==> src/rtl/rcc_mon_pkg.sv <==
// Shared types and constants for the ripple-carry-counter sequence monitor.
package rcc_mon_pkg;

    typedef enum logic [1:0] {
        UNLOCKED = 2'd0,
        LOCKED   = 2'd1,
        RESYNC   = 2'd2
    } mon_state_t;

    localparam int RCC_WIDTH = 4;

endpackage

==> src/rtl/rcc_seq_monitor_sat_counter.sv <==
// Event counter with clear. An increment on the same edge as a clear restarts the count at 1.
module sat_counter #(
    parameter int W        = 8,
    parameter bit SATURATE = 1'b0
) (
    input  logic         clk_i,
    input  logic         rst_ni,
    input  logic         inc_i,
    input  logic         clr_i,
    output logic [W-1:0] cnt_o
);

    logic [W-1:0] cnt_q;
    logic [W-1:0] cnt_d;

    always_comb begin
        cnt_d = cnt_q;
        if (inc_i) begin
            if (clr_i) begin
                cnt_d = {{(W-1){1'b0}}, 1'b1};
            end else if (SATURATE && (&cnt_q)) begin
                cnt_d = cnt_q;
            end else begin
                cnt_d = cnt_q + 1'b1;
            end
        end else if (clr_i) begin
            cnt_d = '0;
        end
    end

    always_ff @(posedge clk_i) begin
        if (!rst_ni) begin
            cnt_q <= '0;
        end else begin
            cnt_q <= cnt_d;
        end
    end

    assign cnt_o = cnt_q;

endmodule

==> src/rtl/rcc_seq_monitor.sv <==
// Checks that the upstream counter advances by exactly one per enabled edge; reports wraps and errors.
module rcc_seq_monitor
    import rcc_mon_pkg::*;
#(
    parameter int WIDTH = RCC_WIDTH,
    parameter int CNT_W = 8
) (
    input  logic             clk,
    input  logic             reset,
    input  logic             en,
    input  logic             cnt_reset,
    input  logic             clr_err,
    input  logic [WIDTH-1:0] count_in,
    output logic             locked,
    output logic             wrap,
    output logic [CNT_W-1:0] wrap_cnt,
    output logic             err,
    output logic             err_sticky,
    output logic [CNT_W-1:0] err_cnt
);

    mon_state_t       state_q, state_d;
    logic [WIDTH-1:0] exp_q, exp_d;
    logic             wrap_q, wrap_d;
    logic             err_q, err_d;
    logic             sticky_q, sticky_d;
    logic             clr_eff;
    logic             match;

    assign match = (count_in == exp_q);
    // A clear is a state change, so it is ignored on held edges and during upstream reset.
    assign clr_eff = clr_err && en && !cnt_reset;

    always_ff @(posedge clk) begin
        if (!reset) begin
            state_q  <= UNLOCKED;
            exp_q    <= '0;
            wrap_q   <= 1'b0;
            err_q    <= 1'b0;
            sticky_q <= 1'b0;
        end else begin
            state_q  <= state_d;
            exp_q    <= exp_d;
            wrap_q   <= wrap_d;
            err_q    <= err_d;
            sticky_q <= sticky_d;
        end
    end

    always_comb begin
        state_d = state_q;
        exp_d   = exp_q;
        wrap_d  = 1'b0;
        err_d   = 1'b0;
        if (cnt_reset) begin
            state_d = UNLOCKED;
        end else if (en) begin
            exp_d = count_in + 1'b1;
            unique case (state_q)
                UNLOCKED: state_d = LOCKED;
                LOCKED: begin
                    if (match) begin
                        wrap_d = (count_in == '0);
                    end else begin
                        err_d   = 1'b1;
                        state_d = RESYNC;
                    end
                end
                RESYNC: begin
                    // Mismatches here stay silent so one glitch yields one error.
                    if (match) begin
                        state_d = LOCKED;
                    end
                end
                default: state_d = UNLOCKED;
            endcase
        end
    end

    always_comb begin
        sticky_d = sticky_q;
        if (err_d) begin
            sticky_d = 1'b1;
        end else if (clr_eff) begin
            sticky_d = 1'b0;
        end
    end

    sat_counter #(
        .W        (CNT_W),
        .SATURATE (1'b1)
    ) u_err_cnt (
        .clk_i  (clk),
        .rst_ni (reset),
        .inc_i  (err_d),
        .clr_i  (clr_eff),
        .cnt_o  (err_cnt)
    );

    sat_counter #(
        .W        (CNT_W),
        .SATURATE (1'b0)
    ) u_wrap_cnt (
        .clk_i  (clk),
        .rst_ni (reset),
        .inc_i  (wrap_d),
        .clr_i  (1'b0),
        .cnt_o  (wrap_cnt)
    );

    always_comb begin
        locked     = (state_q == LOCKED);
        wrap       = wrap_q;
        err        = err_q;
        err_sticky = sticky_q;
    end

endmodule

==> config.mk <==
export PLATFORM = sky130hd
export DESIGN_NAME = rcc_seq_monitor
export DESIGN_NICKNAME = d
export VERILOG_FILES = /design/src/rtl/rcc_mon_pkg.sv /design/src/rtl/rcc_seq_monitor_sat_counter.sv /design/src/rtl/rcc_seq_monitor.sv
export SDC_FILE = /design/constraint.sdc
export NUM_CORES = 1
export LEC_CHECK = 0
export CAP_MARGIN = 30
export CORE_ASPECT_RATIO = 1.25
export CORE_MARGIN = 2
export CORE_UTILIZATION = 40
export CTS_CLUSTER_DIAMETER = 100
export DETAILED_ROUTE_END_ITERATION = 16
export PLACE_DENSITY = 0.66
export SYNTH_ARGS = -nofsm -noshare
export SYNTH_HDL_FRONTEND = slang
export SYNTH_SLANG_ARGS = --single-unit
==> constraint.sdc <==
create_clock -name clk -period 2 [get_ports clk]
set_clock_uncertainty 0.1 [all_clocks]
set_input_delay 0.2 -clock clk [delete_from_list [all_inputs] [get_ports clk]]
set_output_delay 0.2 -clock clk [all_outputs]
set_load 0.02 [all_outputs]
==> results_tabular.tex <==
\begin{tabular}{lr}
\hline
Metric & Value \\
\hline
\multicolumn{2}{l}{\textbf{Status}} \\
\quad Outcome & finished clean \\
\multicolumn{2}{l}{\textbf{Synthesis}} \\
\quad Post-Synth Adder-Cell Area & slightly below 4\% \\
\quad Async set-reset flop share out of synthesis & 0\% \\
\quad Area fraction in and, or, nand and nor cells after synthesis & between 20\% and 30\% \\
\quad Yosys synthesis warning count & 0 \\
\quad Most numerous cell in the Yosys netlist & sky130\_fd\_sc\_hd\_\_dfxtp\_1 \\
\quad Count of flip-flops with a built-in enable after synthesis & 0 \\
\quad Cell type with the highest aggregate area in the netlist & sky130\_fd\_sc\_hd\_\_dfxtp\_1 \\
\quad Synth Flop Type & sky130\_fd\_sc\_hd\_\_dfxtp\_1 \\
\quad Post-synthesis register bit count & 25 \\
\quad Nets in the synthesized netlist & approximately 160 \\
\quad Compound-cell area share of the yosys netlist & 17.4\% \\
\quad Post-synthesis instance total & 149 \\
\quad Proportion of synthesized area in mux cells & 3.08\% \\
\quad Area share of the largest cell type after synthesis & 38.5\% \\
\quad Post-synthesis xor/xnor area fraction & under 10\% \\
\quad Most frequent cells after synthesis & sky130\_fd\_sc\_hd\_\_dfxtp\_1, sky130\_fd\_sc\_hd\_\_nand2\_1, sky130\_fd\_sc\_hd\_\_a21oi\_1, sky130\_fd\_sc\_hd\_\_nor2\_1 \\
\quad Main combinational cell family by area after synthesis & simple AND/OR/NAND/NOR gates \\
\quad Cell variety after synth & 36 \\
\quad Mean cell area of the mapped netlist & 8.72 um2 \\
\quad Sequential fraction of the synthesis area & between 30\% and 40\% \\
\quad Cell area after technology mapping & about 0.0013 mm2 \\
\quad Synth top area cells & sky130\_fd\_sc\_hd\_\_dfxtp\_1, sky130\_fd\_sc\_hd\_\_xnor2\_1, sky130\_fd\_sc\_hd\_\_ha\_1, sky130\_fd\_sc\_hd\_\_a21oi\_1, sky130\_fd\_sc\_hd\_\_mux2i\_1 \\
\multicolumn{2}{l}{\textbf{Routing}} \\
\quad DRT Wirelength & roughly 3100 um \\
\quad Remaining antenna violation count after routing & 0 \\
\quad TritonRoute pass-1 iters & 4 \\
\quad Met3 wire length & a little over 80 um \\
\quad Mean number of vias per cell & about 5.4 \\
\quad Number of DRC markers after the initial detailed-route iteration & 25 \\
\quad Average wire per cell in the routed design & $\sim$13 um \\
\quad Met1 layer wirelength in the final routing & 1350 um \\
\quad Routed via count & roughly 1,300 \\
\quad Max layer used & met4 \\
\quad Met2 wire length & approximately 1600 um \\
\quad Post-detailed-route DRC marker count & 0 \\
\multicolumn{2}{l}{\textbf{Timing}} \\
\quad TNS Setup & 0 ns \\
\quad Relative max-transition margin & 73.5\% \\
\quad Worst Max-Slew Pin Slew & approximately 0.40 ns \\
\quad Final number of setup-violating endpoints & 0 \\
\quad Number of endpoints with negative hold slack in the final report & 0 \\
\quad RSZ-0062 raised after global routing & no \\
\quad Number of pins with negative max-slew slack in the final report & 0 \\
\quad Shortest clock period the worst path allows after layout & approximately 1.9 ns \\
\quad Post-route clock period utilization & a little over 90\% \\
\quad Max Clk Rate & 535 MHz \\
\multicolumn{2}{l}{\textbf{Worst setup path}} \\
\quad Required time worst endpoint & about 2.1 ns \\
\quad Crit. End Element & register \\
\quad Crit start category & register \\
\quad Critical path data arrival time & about 2.0 ns \\
\quad Classification of the worst setup path & register to register \\
\quad Crit Path Max Fanout & 5 \\
\quad Critical register-to-register path startpoint & u\_err\_cnt.cnt\_o[0] \\
\quad FF-to-FF path depth & 5 \\
\quad Flop-to-flop setup slack & between 0.1 and 0.15 ns \\
\quad End of the worst register-to-register path & u\_err\_cnt.cnt\_o[0] \\
\multicolumn{2}{l}{\textbf{Hold path}} \\
\quad Type of the tightest min-delay check & register to register \\
\quad Worst-case hold path end point & err\_sticky \\
\quad Count of cells along the worst hold path & 2 \\
\quad Launch point of the worst hold path & err\_sticky \\
\multicolumn{2}{l}{\textbf{Global routing}} \\
\quad Number of global-route vias before repair & between 1,000 and 1,500 \\
\quad Number of antenna violations at the first check in global routing & 0 \\
\quad Wire length of the first global-routing pass & about 5300 um \\
\quad Largest net degree at the start of global routing & 17 \\
\quad Total congestion overflow after global routing & 0 \\
\quad Overall Global Routing Usage & between 10\% and 20\% \\
\multicolumn{2}{l}{\textbf{Clocking}} \\
\quad Clk root buf & sky130\_fd\_sc\_hd\_\_clkbuf\_8 \\
\quad Maximum level of the CTS H-tree & 1 \\
\quad Number of setup buffers added after CTS & 0 \\
\quad Clock Path Buffers & 2 \\
\quad Post-CTS resize count & 0 \\
\quad Num Clock Sinks & 25 \\
\quad Clock transition at the register clock pins on the worst setup and hold paths after CTS & around 0.1 ns \\
\quad Clock buffers created by TritonCTS & 3 \\
\quad Later-pin clock latency in the skew report & around 0.28 ns \\
\quad Post-CTS Hold Buffers & 0 \\
\quad CTS tree & yes \\
\multicolumn{2}{l}{\textbf{Finish}} \\
\quad Layout Utilization & 57.2\% \\
\quad Antenna cells & 0 \\
\quad Number of non-filler instances in the completed layout & 233 \\
\quad Count of nets after finishing & 210 \\
\quad Filler instances & around 320 \\
\quad Share of cells above drive strength 1 & between 10\% and 20\% \\
\quad Synthesis-to-finish area growth & 39.5\% \\
\multicolumn{2}{l}{\textbf{Power and ir drop}} \\
\quad Net switching share of the total power & 25.4\% \\
\quad Design internal power & 0.713 mW \\
\quad Reported leakage power & 0.672 nW \\
\quad Clock share of power & about 34\% \\
\quad Portion of total power attributed to combinational logic & between 10\% and 20\% \\
\quad Switching Power & between 0.2 and 0.25 mW \\
\quad Largest voltage drop on the vdd net & 397 uV \\
\quad Total power divided by cell area & 528 mW/mm2 \\
\quad Sequential cell fraction of total power & 53.5\% \\
\multicolumn{2}{l}{\textbf{Die}} \\
\quad Die Width & roughly 55 um \\
\quad Initial Utilization & between 40\% and 50\% \\
\quad Die height & roughly 68 um \\
\quad Number of I/O pins & 29 \\
\quad Standard-cell row count & 23 \\
\quad Total core area & $\sim$0.0032 mm2 \\
\quad Total Die Area & $\sim$0.0037 mm2 \\
\multicolumn{2}{l}{\textbf{Placement}} \\
\quad DPL Wire Length & 2440 um \\
\quad Count of buffers from port buffering & 28 \\
\quad Count of placed standard cells including taps & $\sim$230 \\
\quad RD Place Congestion & 0.800 \\
\multicolumn{2}{l}{\textbf{Flow run}} \\
\quad Max-cap check violation count & 0 \\
\hline
\end{tabular}
==> worst max path at each step <==
stage	to	start	slack (ns)
global placement	u_wrap_cnt.cnt_o[5]	count_in[0]	-0.006
detailed placement	u_wrap_cnt.cnt_o[6]	count_in[0]	-0.08
CTS	u_err_cnt.cnt_o[0]	u_err_cnt.cnt_o[0]	0.12
finish	u_err_cnt.cnt_o[0]	u_err_cnt.cnt_o[0]	0.13
floorplan	u_err_cnt.cnt_o[0]	u_err_cnt.cnt_o[1]	0.08
global route	u_err_cnt.cnt_o[0]	u_err_cnt.cnt_o[0]	0.006
==> cell type report <==
type / instances / area [um2] / share of cell area [%]
clock inverters: 1 / 8.76 / 0.483
flip-flops and latches: 25 / 502 / 27.7
multi-input cells: 110 / 742 / 41.0
clock buffers: 3 / 41.3 / 2.28
inverters: 7 / 26.3 / 1.45
well taps: 37 / 46.3 / 2.56
repair buffers: 50 / 445 / 24.6
==> power by group through the flow <==
stage | Clock (mW) | Combinational [mW] | Sequential, mW
6_report | 0.326 | 0.119 | 0.512
5_1_grt | 0.349 | 0.133 | 0.513
4_1_cts | 0.332 | 0.120 | 0.512
3_5_place_dp | 0 | 0.119 | 0.524
3_3_place_gp | 0 | 0.116 | 0.523
2_1_floorplan | 0 | 0.0578 | 0.524
==> through the flow <==
| stage | area (um2) | setup WS, ns | total power, mW | hold WS (ns) |
|---|---|---|---|---|
| after detailed placement | 1760 | -0.0800 | 0.643 | 0.382 |
| after global placement | 1760 | -0.00582 | 0.639 | 0.361 |
| after CTS | 1810 | 0.118 | 0.964 | 0.400 |
| after floorplan | 1300 | 0.0810 | 0.581 | 0.196 |
| after global routing | 1810 | 0.00587 | 0.995 | 0.444 |
| final | 1810 | 0.129 | 0.957 | 0.398 |
==> placed cells by master, fill, tap and decap left out, types with 3 or more instances in the layout <==
master and count:
sky130_fd_sc_hd__a211oi_1 4, sky130_fd_sc_hd__a21oi_1 9, sky130_fd_sc_hd__a221o_1 3, sky130_fd_sc_hd__and2_1 4, sky130_fd_sc_hd__buf_4 22, sky130_fd_sc_hd__clkbuf_8 3, sky130_fd_sc_hd__clkdlybuf4s50_1 28, sky130_fd_sc_hd__dfxtp_1 24
sky130_fd_sc_hd__ha_1 4, sky130_fd_sc_hd__inv_1 7, sky130_fd_sc_hd__mux2i_1 4, sky130_fd_sc_hd__nand2_1 10, sky130_fd_sc_hd__nand2b_1 3, sky130_fd_sc_hd__nand3_1 7, sky130_fd_sc_hd__nand3b_1 3, sky130_fd_sc_hd__nand4_1 3
sky130_fd_sc_hd__nor2_1 8, sky130_fd_sc_hd__nor2b_1 5, sky130_fd_sc_hd__nor4_1 4, sky130_fd_sc_hd__o21ai_0 4, sky130_fd_sc_hd__o31ai_1 4, sky130_fd_sc_hd__or3_1 4, sky130_fd_sc_hd__or4_1 4, sky130_fd_sc_hd__xnor2_1 7
==> cells by family after synthesis <==
family	after synthesis
XOR/XNOR	8
AND/OR/NAND/NOR	62
multiplexers	4
adder cells (fa/ha/maj)	4
AO/OA/AOI/OAI	32
flip-flops	25
buffers and inverters	14
==> worst max-delay path, stage by stage (launching register included) <==
cell,delay (ns)
sky130_fd_sc_hd__dfxtp_1,0.41
sky130_fd_sc_hd__ha_1,0.21
sky130_fd_sc_hd__nand3_1,0.10
sky130_fd_sc_hd__or3_1,0.44
sky130_fd_sc_hd__and3_1,0.22
sky130_fd_sc_hd__a222oi_1,0.30
==> routing by layer <==
layer / track usage [%] / up-vias
met3: 2.65 / 4
met1: 23.1 / 594
li1: - / 643
met5: 0 / -
met4: 7.32 / 0
met2: 34.4 / 20
==> flip-flops by register name, indices dropped and copies added (netlist names) <==
register and cells:
err_sticky 1, err 1, u_err_cnt.cnt_o 8, exp_q 4, state_q 2, u_wrap_cnt.cnt_o 8, wrap 1
(Power assumes the default switching activity.)
==> patch: new RTL, config.mk and constraints unchanged <==
`SATURATE` is set to 1'b0 in 2 places; all go to 1'b1.
--- a/src/rtl/rcc_seq_monitor_sat_counter.sv
+++ b/src/rtl/rcc_seq_monitor_sat_counter.sv
@@ -3,3 +3,3 @@
     parameter int W        = 8,
-    parameter bit SATURATE = 1'b0
+    parameter bit SATURATE = 1'b1
 ) (
--- a/src/rtl/rcc_seq_monitor.sv
+++ b/src/rtl/rcc_seq_monitor.sv
@@ -101,3 +101,3 @@
         .W        (CNT_W),
-        .SATURATE (1'b0)
+        .SATURATE (1'b1)
     ) u_wrap_cnt (
Check against the original RTL: same outputs for any inputs over 10 cycles, from zero or initial values and one cycle with reset low; that may be too few to reach the edited logic, so the function may still have changed.
==> patch against the unedited design <==
Sequential cell count is the same; worst setup slack got worse by 100 ps; synthesized area is 4.1% higher; via count increased by 11%; final area increased by 6.8%; final cell count grew 6.9%; synthesized cell count increased by 8.1%; first-iteration DRC count is 84% higher; critical path type unchanged; fmax shrank 5.1%; wire length increased by 9.5%; sequential share of layout area is 1.7 points lower; total power fell by 0.28%; largest cell class unchanged.
==> patch: results (changes against the unedited design) <==
Run status
  – Status: complete, no violations (unchanged)

Route
  – Vias: 1397 (was 1261)
  – Met3 WL post-DR: 127 um (was 83 um)
  – Wire per inst: 13.7 um (was 13.4 um)
  – WL met2: 1760 um (was 1640 um)
  – Wl on met1: 1430 um (was 1350 um)
  – Avg Vias per Cell: 5.61 (was 5.41)

Cells and area
  – Signal buffers: 54 (was 50)
  – Layout cells sized above 1: 18.9% (was 14.8%)
  – CLK BUF: 4 (was 3)
  – Nets: 226 (was 210)
  – Post-layout util: 60.1% (was 57.2%)
  – Signal inverters: 10 (was 7)
  – Clock-cell share: 2.33% (was 2.76%)
  – Fill cells: 282 (was 316)
  – Sequential cell count: 25 (unchanged)
  – NonClk Buf Share: 24.6% (about the same)

Global routing
  – Pin count of the biggest net entering global routing: 15 (was 17)
  – Met3 GRT Util: 4.32% (was 2.65%)
  – Met1 Use GR: 20.0% (was 23.1%)
  – GR Util met2: 30.6% (was 34.4%)
  – GRT Resource Usage Total: 17.7% (was 19.4%)

Yosys
  – Yosys cell types: 39 (was 36)
  – Compound-Gate Fraction of Synth Area: 20.3% (was 17.4%)
  – Post-synthesis mux area share: 2.96% (was 3.08%)
  – Adder-Cell Fraction of Synth Area: 3.70% (was 3.85%)
  – Synth Area in XOR/XNOR: 5.18% (was 5.39%)
  – Post-synthesis sequential area ratio: 37.0% (was 38.5%)
  – Most instantiated cells after synthesis: dfxtp_1, nand2_1, a21oi_1, inv_1, nand3_1 (was dfxtp_1, nand2_1, a21oi_1, nor2_1)
  – Syn avg cell area: 8.40 um^2 (was 8.72 um^2)
  – Synth Net Count: 174 (was 162)

Placement
  – DP Cell Count: 243 (was 229)
  – RD Place Congestion: 0.801 (was 0.800)

Setup path
  – Slowest library cell on the worst path: or4_4 (was or3_1)
  – Slowest stage delay, CP: 550 ps (was 440 ps)

Power
  – Leakage: 0.696 nW (was 0.672 nW)
  – VDD IR max: 0.000364 V (was 0.000397 V)

CTS
  – Post-cts sizing count: 11 (was 0)
  – Buffer count from post-CTS setup fixing: 1 (was 0)
  – Clk Latency, worst-skew pair: 260 ps (was 280 ps)

Timing
  – Slew @ Worst Pin: 371 ps (was 396 ps)

Hold path
  – Hold WC Path Type: input port to flip-flop (was flip-flop to flip-flop)
patch: cell count changes in the layout (fill, tap and decap cells not counted), moves of 3 or more:
cell             change
o21ai_0              +3
dlygate4sd2_1        +3
clkdlybuf4s50_1      -3
and2_1               -3
a221o_1              -3
inv_1                +3
xor2_1               +5
xnor2_1              -6
patch: logic make-up after synthesis:
group / after synthesis
AO/OA/AOI/OAI: 40
XOR/XNOR: 8
adder cells (fa/ha/maj): 4
buffers and inverters: 17
flip-flops: 25
multiplexers: 4
AND/OR/NAND/NOR: 63
patch: path summary, 6_finish.rpt:
path,from,endpoint,slack [ps]
max,exp_q[2],u_wrap_cnt.cnt_o[3],30
min,count_in[0],exp_q[0],360
max reg2reg,exp_q[2],u_wrap_cnt.cnt_o[3],30
min reg2reg,u_wrap_cnt.cnt_o[7],u_wrap_cnt.cnt_o[7],390
patch: where the power goes:
part           total [mW]  switching [mW]  internal (mW)
sequential          0.512         0.00634          0.506
clock               0.295           0.153          0.142
combinational       0.146          0.0732         0.0731
